### src/rtl/alu_rr_arbiter.sv
// alu_rr_arbiter: round-robin arbiter that time-shares one combinational ALU.
// Optional macro ALU_RR_ARBITER_OPCHK_EN squashes opcodes 5..7 and raises rsp_err.
module alu_rr_arbiter #(
   parameter int WIDTH = 8,
   parameter int NREQ  = 4,
   localparam int IDW  = $clog2(NREQ)
) (
   input  logic                  clk,
   input  logic                  rst_n,
   input  logic [NREQ-1:0]       req_valid,
   input  logic [NREQ*WIDTH-1:0] req_a,
   input  logic [NREQ*WIDTH-1:0] req_b,
   input  logic [NREQ*3-1:0]     req_op,
   output logic [NREQ-1:0]       req_ready,
   output logic                  rsp_valid,
   input  logic                  rsp_ready,
   output logic [IDW-1:0]        rsp_id,
   output logic [WIDTH-1:0]      rsp_result,
   output logic                  rsp_err,
   output logic [WIDTH-1:0]      alu_a,
   output logic [WIDTH-1:0]      alu_b,
   output logic [2:0]            alu_opcode,
   input  logic [WIDTH-1:0]      alu_result
);

   if (NREQ < 2 || NREQ > 8 || (NREQ & (NREQ - 1)) != 0) begin : g_bad_nreq
      $error("alu_rr_arbiter: NREQ must be a power of two in 2..8");
   end

   localparam logic [1:0] ST_IDLE = 2'd0;
   localparam logic [1:0] ST_EXEC = 2'd1;
   localparam logic [1:0] ST_RESP = 2'd2;

   logic [1:0]       state_q;
   logic [1:0]       state_d;
   logic [IDW-1:0]   rr_ptr_q;
   logic [IDW-1:0]   rr_ptr_d;
   logic [WIDTH-1:0] alu_a_q;
   logic [WIDTH-1:0] alu_a_d;
   logic [WIDTH-1:0] alu_b_q;
   logic [WIDTH-1:0] alu_b_d;
   logic [2:0]       alu_op_q;
   logic [2:0]       alu_op_d;
   logic             rsp_valid_q;
   logic             rsp_valid_d;
   logic [IDW-1:0]   rsp_id_q;
   logic [IDW-1:0]   rsp_id_d;
   logic [WIDTH-1:0] rsp_result_q;
   logic [WIDTH-1:0] rsp_result_d;

   logic             gnt_vld;
   logic [IDW-1:0]   gnt_idx;
   logic [IDW-1:0]   scan_idx;
   logic [NREQ-1:0]  gnt_oh;
   logic [WIDTH-1:0] gnt_a;
   logic [WIDTH-1:0] gnt_b;
   logic [2:0]       gnt_op;
   logic             in_idle;

`ifdef ALU_RR_ARBITER_OPCHK_EN
   logic             op_bad;
   logic             err_q;
   logic             err_d;
   logic             rsp_err_q;
   logic             rsp_err_d;
`endif

   assign in_idle = (state_q == ST_IDLE);

   // Round-robin search: first valid requester at or after rr_ptr, wrapping.
   always_comb begin
      gnt_vld  = 1'b0;
      gnt_idx  = '0;
      scan_idx = '0;
      for (int k = 0; k < NREQ; k++) begin
         scan_idx = rr_ptr_q + IDW'(k);
         if (!gnt_vld && req_valid[scan_idx]) begin
            gnt_vld = 1'b1;
            gnt_idx = scan_idx;
         end
      end
   end

   // Winner's fields and one-hot strobe.
   always_comb begin
      gnt_oh          = '0;
      gnt_oh[gnt_idx] = gnt_vld;
      gnt_a           = req_a[int'(gnt_idx)*WIDTH +: WIDTH];
      gnt_b           = req_b[int'(gnt_idx)*WIDTH +: WIDTH];
      gnt_op          = req_op[int'(gnt_idx)*3 +: 3];
   end

   // Acceptance only in IDLE; held low during reset regardless of state.
   assign req_ready = (in_idle && rst_n) ? gnt_oh : '0;

`ifdef ALU_RR_ARBITER_OPCHK_EN
   assign op_bad = (gnt_op > 3'd4);
`endif

   // Next-state logic: grant, one settling cycle, then hold the response.
   always_comb begin
      state_d      = state_q;
      rr_ptr_d     = rr_ptr_q;
      alu_a_d      = alu_a_q;
      alu_b_d      = alu_b_q;
      alu_op_d     = alu_op_q;
      rsp_valid_d  = rsp_valid_q;
      rsp_id_d     = rsp_id_q;
      rsp_result_d = rsp_result_q;
`ifdef ALU_RR_ARBITER_OPCHK_EN
      err_d        = err_q;
      rsp_err_d    = rsp_err_q;
`endif
      unique case (state_q)
         ST_IDLE: begin
            if (gnt_vld) begin
               alu_a_d  = gnt_a;
               alu_b_d  = gnt_b;
               alu_op_d = gnt_op;
               rsp_id_d = gnt_idx;
               rr_ptr_d = gnt_idx + 1'b1;
               state_d  = ST_EXEC;
`ifdef ALU_RR_ARBITER_OPCHK_EN
               err_d    = op_bad;
               if (op_bad) begin
                  alu_op_d = 3'd0;
               end
`endif
            end
         end
         ST_EXEC: begin
            rsp_result_d = alu_result;
            rsp_valid_d  = 1'b1;
            state_d      = ST_RESP;
`ifdef ALU_RR_ARBITER_OPCHK_EN
            rsp_err_d    = err_q;
            if (err_q) begin
               rsp_result_d = '0;
            end
`endif
         end
         ST_RESP: begin
            if (rsp_ready) begin
               rsp_valid_d = 1'b0;
               state_d     = ST_IDLE;
            end
         end
         default: begin
            rsp_valid_d = 1'b0;
            state_d     = ST_IDLE;
         end
      endcase
   end

   // State registers; reset drops any in-flight request.
   always_ff @(posedge clk or negedge rst_n) begin
      if (!rst_n) begin
         state_q      <= ST_IDLE;
         rr_ptr_q     <= '0;
         alu_a_q      <= '0;
         alu_b_q      <= '0;
         alu_op_q     <= '0;
         rsp_valid_q  <= 1'b0;
         rsp_id_q     <= '0;
         rsp_result_q <= '0;
      end else begin
         state_q      <= state_d;
         rr_ptr_q     <= rr_ptr_d;
         alu_a_q      <= alu_a_d;
         alu_b_q      <= alu_b_d;
         alu_op_q     <= alu_op_d;
         rsp_valid_q  <= rsp_valid_d;
         rsp_id_q     <= rsp_id_d;
         rsp_result_q <= rsp_result_d;
      end
   end

`ifdef ALU_RR_ARBITER_OPCHK_EN
   // Illegal-opcode tracking from grant through response.
   always_ff @(posedge clk or negedge rst_n) begin
      if (!rst_n) begin
         err_q     <= 1'b0;
         rsp_err_q <= 1'b0;
      end else begin
         err_q     <= err_d;
         rsp_err_q <= rsp_err_d;
      end
   end

   assign rsp_err = rsp_err_q;
`else
   assign rsp_err = 1'b0;
`endif

   assign alu_a      = alu_a_q;
   assign alu_b      = alu_b_q;
   assign alu_opcode = alu_op_q;
   assign rsp_valid  = rsp_valid_q;
   assign rsp_id     = rsp_id_q;
   assign rsp_result = rsp_result_q;

endmodule

### config.mk
export PLATFORM = sky130hd
export DESIGN_NAME = alu_rr_arbiter
export DESIGN_NICKNAME = d
export VERILOG_FILES = /design/src/rtl/alu_rr_arbiter.sv
export SDC_FILE = /design/constraint.sdc
export NUM_CORES = 1
export LEC_CHECK = 0
export ABC_CLOCK_PERIOD_IN_PS = 2700
export CAP_MARGIN = 15
export CORE_MARGIN = 2
export CORE_UTILIZATION = 40
export DETAILED_ROUTE_END_ITERATION = 6
export GPL_TIMING_DRIVEN = 1
export PLACE_DENSITY = 0.9
export SYNTH_ARGS = -nofsm -noshare
export SYNTH_HDL_FRONTEND = slang
export SYNTH_SLANG_ARGS = --single-unit
### constraint.sdc
create_clock -name clk -period 2.7 [get_ports clk]
set_clock_uncertainty 0.1 [all_clocks]
set_input_delay 0.27 -clock clk [delete_from_list [all_inputs] [get_ports clk]]
set_output_delay 0.27 -clock clk [all_outputs]
set_load 0.01 [all_outputs]
==> out/results.txt, run 1 <==
The logs give 2 for the maximum root-to-sink buffer count and 234 for the number of instances in the synthesized netlist. The number of antenna violations at the first check in global routing is 0. The post-detailed-route via-to-cell ratio came out at 5.59.

The start of the worst register-to-register path is rr_ptr_q[1]. The routed wirelength normalized by instance count was 17.2 um; the global-route wire length before repair was 11,800 um. The number of flip-flops and latches in the synthesized netlist works out to 34. The clock-pin transition on the worst setup and hold timing paths came out at 0.07 ns.

The final core area utilization was 68.6%; the I/O pin count was 126. Across the VDD grid, the largest voltage drop is 0.937 mV. The count of flip-flops with a built-in enable after synthesis is 0, and the relative area change from synthesis to final layout is 65.6%. For this configuration, the core starts out at a cell density of 41.4%.

The worst hold path begins at rsp_valid. The number of sinks handled by clock tree synthesis was 34. The synthesized netlist net count is 325, and the fmax is 408 MHz. The detailed-route DRC error count was 0; the horizontal die dimension was 76.5 um. Proportion of synthesized flip-flops having asynchronous set or reset: 100%. The slew at the pin closest to its max-slew limit was 0.742 ns. In this run the power density over the cells is 947 nW/um2. Category of the worst setup path capture point: an output port. The logs give 468 um for the met3 wire length and 5050 um for the half-perimeter wire length after placement. Including well taps, the total number of placed cells is 414.

Global routing consumed, over all layers together, 24.7% of the routing resources. Detailed routing inserted a total of 2,366 vias. The floorplan step defined a die boundary enclosing 5850 um2. The post-detailed-route count of antenna-violating nets was 0; the number of non-filler instances in the completed layout was 423. The endpoint arrival time on the critical path is 2.08 ns, and the total CTS buffers is 5. Wire segments on met2 add up to 3690 um in the final route. The H-tree generated during clock tree synthesis spans 2 levels. The final routed wirelength across all metal layers is 7280 um. The cell sitting at the root of the clock tree is a clkbuf_8. The tools report the synthesized cell area as 2100 um2. Dividing the final minimum period by the clock period gives 90.8%. The diode insertion count for antenna repair was 0; the count of yosys warnings during synthesis was 0. Across the run, the number of max-cap violations was 0. Entering global routing, the biggest net connects 35 pins. In this run the worst setup path terminates at req_ready[2]. In this run the tightest slew margin relative to its limit is 50.5%. Post-CTS repair changed the size of 0 cells. For the worst flop-to-flop path, the logic depth is 5.

The logs give 0 for the number of failing hold endpoints at the final stage and 4 for the detailed-routing iteration count for the pre-antenna-repair pass. The first routing iteration left 114 violations. For the number of unique standard cell types used by synthesis, the log shows 33. Setup total negative slack on the finished layout was measured at 0 ns. The average instance in the mapped netlist occupies 8.99 um2.

The run finished with clean final reports. Measured along the y axis, the die boundary spans 76.5 um. The number of buffers inserted by port buffering came out at 124. In this run the worst hold path is classified as flop to flop. The tools report the number of standard-cell rows in the floorplan as 26.

The classification of the worst setup path is input pin to output port. For the reg-to-reg setup timing slack, the log shows 0.89 ns. End of the worst register-to-register path: alu_opcode[1]. Number of failing setup endpoints in the final timing report: 0. The congestion estimate from routability-driven global placement came to 0.822.

After layout, the design draws a total of 3.30 mW. The clock reaches the later pin of the worst-skew pair after 0.28 ns. The tools report the post-place setup slack as 0.252 ns.

Of the synthesized area, sequential elements account for 40.5%. The max-slew violation total from the final report is 0, and the total grt overflow is 0. The post-route netlist has 10.8% of its cells at a drive strength greater than 1. The worst-path maximum fanout works out to 8. The smallest clock period supported by the final layout is computed as 2.45 ns.

Setup repair after global routing left no endpoint under its margin. The tools report the cell leakage power as 1.41 nW. STA classifies the critical path startpoint as an input pin. In this run the top signal layer used is met4. TritonCTS built the clock tree.

The filler cells instantiated in the layout total 426. The floorplan core area was 5070 um2. For the worst setup path, the data required time is 2.33 ns. After detailed routing, the wire length on met1 is 3010 um. The number of global-route vias before repair came out at 2,319. The commonest register cell after synthesis is dfrtp_1. In the final design database the tool counted 443 nets.

The tools report the first element of the critical path as req_valid[1]. The tools report the buffers inserted during post-CTS setup optimization as 0. Setup slack on the critical path of the routed design comes to 0.247 ns.
[state kept, by name, summed over array words and instances (netlist names)]
signal,flops
alu_a,8
alu_b,8
alu_opcode,3
rr_ptr_q,2
rsp_id,2
rsp_result,8
rsp_valid,1
state_q,2
[cell type report]
class	count	area (um2)	area share (%)
clock buffers	5	68.8	1.98
clock inverters	3	45.0	1.29
multi-input cells	171	1070	30.7
repair buffers	139	1350	38.8
well taps	70	87.6	2.52
inverters	1	8.76	0.252
flip-flops and latches	34	851	24.4
[layer usage]
layer,global-route usage [%],vias to the layer above
li1,-,1109
met1,32.9,1131
met2,41.3,111
met3,3.79,15
met4,8.00,0
met5,0,-
[metrics by stage]
stage               area (um2)  hold WS, ns
floorplan                 2100       -0.126
global placement          3360        0.287
detailed placement        3360        0.297
CTS                       3480        0.406
global route              3480        0.428
finish                    3480        0.403
[where the power goes]
part | total (mW) | internal (mW) | switching, mW
Combinational | 1.86 | 0.976 | 0.881
Sequential | 0.965 | 0.777 | 0.188
Clock | 0.475 | 0.275 | 0.200
Total | 3.30 | 2.03 | 1.27
[worst min path at each step]
stage                end  slack, ns  cells past startpoint
4_1_cts        rsp_id[1]       0.41                      2
3_3_place_gp    alu_b[6]       0.29                      2
2_1_floorplan   alu_a[0]      -0.13                      0
3_5_place_dp    alu_b[6]       0.30                      2
5_1_grt        rsp_id[1]       0.43                      2
6_report       rsp_valid       0.40                      1
[cells in the final DEF (no fill, tap or decap), drive strengths merged, types with 2 or more instances in the layout]
cell             n
nand2b           3
and3            20
mux2             8
dfrtp           34
clkinvlp         2
nor2            27
a21o             3
clkdlybuf4s50  123
nor2b            4
o21ai           24
a21oi            4
clkbuf           5
buf             15
or3              2
nand2            8
a22oi           19
a31oi           38
[critical path, cell delays in order]
cell	delay [ns]
clkdlybuf4s50_1	0.42
buf_4	0.18
or3_4	0.38
o311ai_4	0.10
nand2_1	0.09
nor2_1	0.11
clkdlybuf4s50_1	0.54
[cells in the mapped netlist, types with 4 or more instances]
cell type | count | share of area [%]
dfrtp_1 | 34 | 40
a31oi_1 | 38 | 11
nor2_1 | 27 | 4.8
buf_6 | 8 | 4.3
mux2_2 | 8 | 4.3
o21ai_0 | 22 | 5.2
buf_2 | 4 | 0.95
a22oi_1 | 19 | 6.8
and3_1 | 20 | 5.9
clkbuf_1 | 10 | 1.8
a21oi_1 | 4 | 0.95
nand2_1 | 8 | 1.4
buf_4 | 5 | 1.8
[cells by family (layout without fill, tap and decap cells)]
family	Yosys count	in the layout	synth area share, %
buffers and inverters	29	148	9.46
DFF	34	34	40.5
and+or+nand+nor	68	68	16.5
other	1	1	0.178
AOI/OAI and AO/OA	94	94	29.2
muxes	8	8	4.28
[repair_timing]
action / 4_1_cts / 5_1_grt
endpoints found under the hold margin: 34 / 0
setup endpoints to repair: 0 / 0
hold buffers: 1 / 0
Power figures use the tool's default switching activity.
==> run 2, diff against run 1 <==
--- a/config.mk
+++ b/config.mk
@@ -9,9 +9,10 @@
 export CAP_MARGIN = 15
 export CORE_MARGIN = 2
 export CORE_UTILIZATION = 40
+export CTS_BUF_LIST = sky130_fd_sc_hd__clkbuf_16
 export DETAILED_ROUTE_END_ITERATION = 6
-export GPL_TIMING_DRIVEN = 1
 export PLACE_DENSITY = 0.9
+export RECOVER_POWER = 50
 export SYNTH_ARGS = -nofsm -noshare
 export SYNTH_HDL_FRONTEND = slang
 export SYNTH_SLANG_ARGS = --single-unit
==> out/results.txt, run 2 (synthesis gave the netlist of run 1 again) <==
The flow ran to the end, but the final reports show violations. The final reports fail on capacitance limit, slew limit. The smallest hold slack was 0.398 ns. The number of antenna violations at the first check in global routing came out at 0. After detailed routing, the number of vias per cell comes to 5.57. In the layout the commonest cells are 108 x clkdlybuf4s50_1, 38 x a31oi_1, 34 x dfrtp_1.

The count of nets left with antenna violations once routing finished came out at 0. The classification of the worst setup path was input pin to output port. For this design the static power due to leakage is 1.42 nW. The finished cells cover 3520 um2.

The tools report the peak supply drop as 0.918 mV. The final critical path takes up 90.9% of the cycle. Most common library cell in the layout ignoring fill and taps: clkdlybuf4s50_1. The global-route wire length before repair is 11,800 um. The sum of internal, switching and leakage power was 3.42 mW; the buffers inserted during post-CTS setup optimization was 0.

TritonCTS built the clock tree. The relative area change from synthesis to final layout was 67.5%. Counting along the longest clock path gives a buffer depth of 2. The tools report the critical path launch point type as an input pin. Leaving out filler cells and counting taps, the final layout contains 422. The share of final-layout standard cells stronger than drive strength 1 was 10.2%. Effective utilization at floorplan: 41.4%. In the final timing run, aggregate negative setup slack is 0 ns. Counting the buffers created by CTS gives 5. The first TritonRoute pass finished after 4 iterations. The slew at the pin closest to its max-slew limit was 1.87 ns; the footprint of the multi-input gates was 1070 um2.

At the end of the flow, the number of nets in the layout was 442. Counting I/O delays and the setup requirement, the final critical path takes 2.45 ns. Setup repair after global routing left no endpoint under its margin. The data required time of the worst path is 2.33 ns.

The routed design has 7170 um of wire. In this run, the number of DRC markers left after iteration 0 of detailed routing was 113. The horizontal die dimension is 76.5 um.

The number of global-route vias before repair is 2,328, and the insertion delay of the later-clocked pin in the worst-skew pair is 0.28 ns. After clock tree synthesis, the clock-pin slew on the worst setup and hold paths is 0.06 ns. The tools report the max-capacitance violation count as 1. Post-place setup slack: 0.252 ns. The fmax was 407 MHz; the H-tree level count was 2. The number of failing hold endpoints at the final stage was 0.

The normalized max-slew margin was -24.9%. The die covers 5850 um2. The height of the die was 76.5 um. In this run the power density over the cells is 971 nW/um2. The tools report the diode insertion count for antenna repair as 0. Counting every sink on the clock net gives 34. Once detailed placement completed, the half-perimeter wirelength came to 5050 um. For the worst setup path, the data arrival time is 2.08 ns. The routed wirelength normalized by instance count came out at 17.0 um. In this run, post-CTS hold repair placed 0 buffers.

The number of failing setup endpoints in the final timing report was 0; the via count was 2,350. The instance count after placement with tap cells included is 414. Entering global routing, the biggest net connects 35 pins.

The tools report the clock root buffer master as clkbuf_16. Routability-driven placement finished with a final weighted congestion of 0.822. After detailed routing, the number of remaining DRC violations is 0. The tools report the I/O pin count as 126.

In this run the worst path has a maximum fanout of 8. Once layout is complete, the utilization of the core stands at 69.4%. The tools report the area of all sequential standard cells as 851 um2. Once the clock tree was built, the resizer swapped 0 gates to a different size. The logs give 35 for the max-slew violation total from the final report and 0.245 ns for the setup slack of the critical path after layout.

The count of filler cells inserted in the layout is 415. The tightest min-delay check is of the flop to flop type. The tools report the number of standard-cell rows in the floorplan as 26.

The post-detailed-placement cell area came out at 3360 um2. Buffers placed on the I/O ports in this run total 124. The worst setup path is captured at an output port. In this run the standard cell core region covers 5070 um2. For this run, the total global-route usage over all layers was measured as 24.8%. The run gives 0 as the total grt overflow.
## run 2: layout make-up
cell class,count,area share (%)
inverter,1,0.249
multi-input combinational,171,30.4
clock buffer,5,3.55
timing repair buffer,138,37.9
tap,70,2.49
sequential,34,24.1
clock inverter,3,1.28
## run 2: layer usage
metal	global-route usage, %	part of all wire (%)	vias to the layer above
met5	0	0	-
met4	5.82	1.8	0
met3	4.62	6.6	16
met2	42.0	51	111
met1	32.9	41	1117
li1	-	-	1106
## run 2: worst max-delay path: stages
cell	delay (ns)
clkdlybuf4s50_1	0.42
buf_4	0.18
or3_4	0.38
o311ai_4	0.10
nand2_1	0.09
nor2_1	0.11
clkdlybuf4s50_1	0.54
## run 2: final timing paths
| kind | from | slack [ns] | end | cells past startpoint |
|---|---|---|---|---|
| setup / recovery | req_valid[1] | 0.25 | req_ready[2] | 7 |
| hold / removal | rsp_result[1] | 0.40 | rsp_result[1] | 1 |
| setup reg to reg | state_q[0] | 0.90 | rr_ptr_q[0] | 5 |
| hold reg to reg | rsp_result[1] | 0.40 | rsp_result[1] | 1 |
| max in group asynchronous | rst_n | 0.82 | alu_a[1] | 2 |
| min in group asynchronous | rst_n | 0.60 | alu_b[6] | 2 |
## run 2: where the power goes
group	switching (mW)	leakage, nW	total [mW]	internal (mW)
clock	0.221	0.0760	0.655	0.435
combinational	0.873	0.954	1.80	0.931
sequential	0.182	0.392	0.960	0.778
total	1.28	1.42	3.42	2.14
==> edit, RTL diff (flow settings as in run 1) <==
`rsp_result_q` no longer has a reset.
--- a/src/rtl/alu_rr_arbiter.sv
+++ b/src/rtl/alu_rr_arbiter.sv
@@ -163,5 +163,4 @@
          rsp_valid_q  <= 1'b0;
          rsp_id_q     <= '0;
-         rsp_result_q <= '0;
       end else begin
          state_q      <= state_d;
@@ -172,6 +171,9 @@
          rsp_valid_q  <= rsp_valid_d;
          rsp_id_q     <= rsp_id_d;
-         rsp_result_q <= rsp_result_d;
       end
+   end
+
+   always_ff @(posedge clk) begin
+      rsp_result_q <= rsp_result_d;
    end
 
Formal check against the unedited RTL: differs if rst_n is asserted again (counterexample within 4 cycles, from zero or initial values and one cycle with rst_n low); with rst_n held inactive, the same outputs for 10 cycles.
==> edit against run 1 <==
Wire length decreased by 21%; fmax decreased by 4.4%; final area decreased by 2.4%; total power decreased by 3.5%; sequential cell count unchanged; combinational power decreased by 8%; synthesized area decreased by 6.8%; setup slack got worse by 0.11 ns; largest power group unchanged.
==> edit: results (changes against run 1) <==
| Metric | Value |
|---|---|
| Outcome | `completed` |
| HP Class | `input pin to async pin` |
| Post-synth ARST share | `0.765 (-0.235)` |
| Clock Path Buffers | `2 (unchanged)` |
| Initial drt markers | `119 (+4.4%)` |
| Initial antenna violation count | `0 (unchanged)` |
| Pins Over Slew Limit | `0 (unchanged)` |
| R2R Path End | `alu_a[7]` |
| Worst r2r src | `rr_ptr_q[1]` |
| Mapped Nets | `271 (-17%)` |
| Worst setup path endpoint | `req_ready[3]` |
| Pre-antenna DRT Iters | `4 (unchanged)` |
| PostCTS Resize Cnt | `0 (unchanged)` |
| Placed insts | `364 (-12%)` |
| Post-DP HPWL | `4370 µm (-13%)` |
| Post-DP Area | `3260 µm² (-2.9%)` |
| Clock Pin Slew Worst Setup and Hold Paths | `0.07 ns (about the same)` |
| H-Tree Depth | `2 (unchanged)` |
| Post-synth top cells | `mux2i_1, nor3_1, dfrtp_1` |
| Worst Path Max Fanout | `5 (-3)` |
| N_diodes | `0 (unchanged)` |
| Layout net count | `395 (-11%)` |
| Slew @ Worst Pin | `0.732 ns (-0.00918 ns)` |
| Post-synthesis sequential area ratio | `0.455 (+0.0501)` |
| CTS Root Cell | `clkbuf_8` |
| Routability congestion estimate | `0.777 (-5.5%)` |
| Layout cells sized above 1 | `0.0787 (-0.0290)` |
| Vias/cell | `5.19 (-7.2%)` |
| R2R cell count | `6 (+1)` |
| Post-place setup slack | `0.0818 ns (-0.170 ns)` |
| CP arrival | `2.20 ns (+0.12 ns)` |
| Period utilisation layout | `0.951 (+0.0423)` |
| Largest net degree at the start of global routing | `65 (+86%)` |
| Worst ir drop on vdd | `0.553 mV (-41%)` |
| Total CTS buffers | `5 (unchanged)` |
| Yosys cell types | `31 (-6.1%)` |
| Leading post-synthesis cells by cell area | `dfrtp_1, mux2i_1, edfxtp_1, nor3_1, a211o_1` |
| Crit path from | `req_valid[1]` |
| Vias in the first global route | `2,015 (-13%)` |
| EDFF count, synth | `8 (+8)` |
| Post-synthesis cell count | `180 (-23%)` |
| Leak | `1.52 nW (+7.8%)` |
| Reg2reg setup slack | `0.47 ns (-0.42 ns)` |
| Global-route usage over all layers | `0.218 (-0.0294)` |
| Yosys warns | `0 (unchanged)` |
| Port Buffers | `124 (unchanged)` |
| Per-cell routed wire length | `15.4 µm (-10%)` |
| Clk Latency, worst-skew pair | `0.28 ns (about the same)` |
| Postcts setup bufs | `0 (unchanged)` |
| Setup_tns | `0 ns (unchanged)` |
| Post-route insts no fill | `372 (-12%)` |
| First-pass GRT wire length | `9210 µm (-22%)` |
## edit: report_power, final
| group | switching [mW] | internal, mW | total, mW |
|---|---|---|---|
| Clock | 0.189 | 0.370 | 0.558 |
| Combinational | 0.796 | 0.916 | 1.71 |
| Sequential | 0.139 | 0.773 | 0.912 |
| Total | 1.12 | 2.06 | 3.18 |
## edit: kinds of logic after synthesis
| logic type | synth area share |
|---|---|
| AND/OR/NAND/NOR | 0.132 |
| multiplexers | 0.202 |
| flip-flops | 0.455 |
| AO/OA/AOI/OAI | 0.140 |
| buffers and inverters | 0.0651 |
| XOR/XNOR | 0.00447 |
| other | 0.00191 |
## edit: worst min-delay path by stage
| stage | from | endpoint | slack, ns |
|---|---|---|---|
| floorplan | rst_n | alu_a[0] | -0.13 |
| global route | rst_n | state_q[1] | 0.27 |
| finish | rst_n | state_q[1] | 0.26 |
| global placement | alu_opcode[1] | alu_opcode[1] | 0.37 |
| detailed placement | rsp_id[1] | rsp_id[1] | 0.37 |
| CTS | rst_n | state_q[1] | 0.26 |
## edit: area by class of cell
cell class | instances | area, µm²
clock buffer | 5 | 68.8
fill | 361 | 1320
multi-input combinational | 126 | 948
sequential | 34 | 891
timing repair buffer | 133 | 1320
clock inverter | 3 | 68.8
tap | 67 | 83.8
inverter | 4 | 15.0
## edit: critical path: stages
cell             delay (ns)
clkdlybuf4s50_1        0.55
nor4_1                 0.07
or3_2                  0.44
inv_2                  0.08
nand3_1                0.12
nor2_1                 0.13
clkdlybuf4s50_1        0.54
## edit: layer usage
metal	up-vias	wire length, µm	global-route usage	part of all wire
met5	-	0	0	0
met4	0	109	0.0828	0.019
met3	12	387	0.0610	0.067
met2	82	3100	0.387	0.54
met1	917	2140	0.249	0.37
li1	919	-	-	-
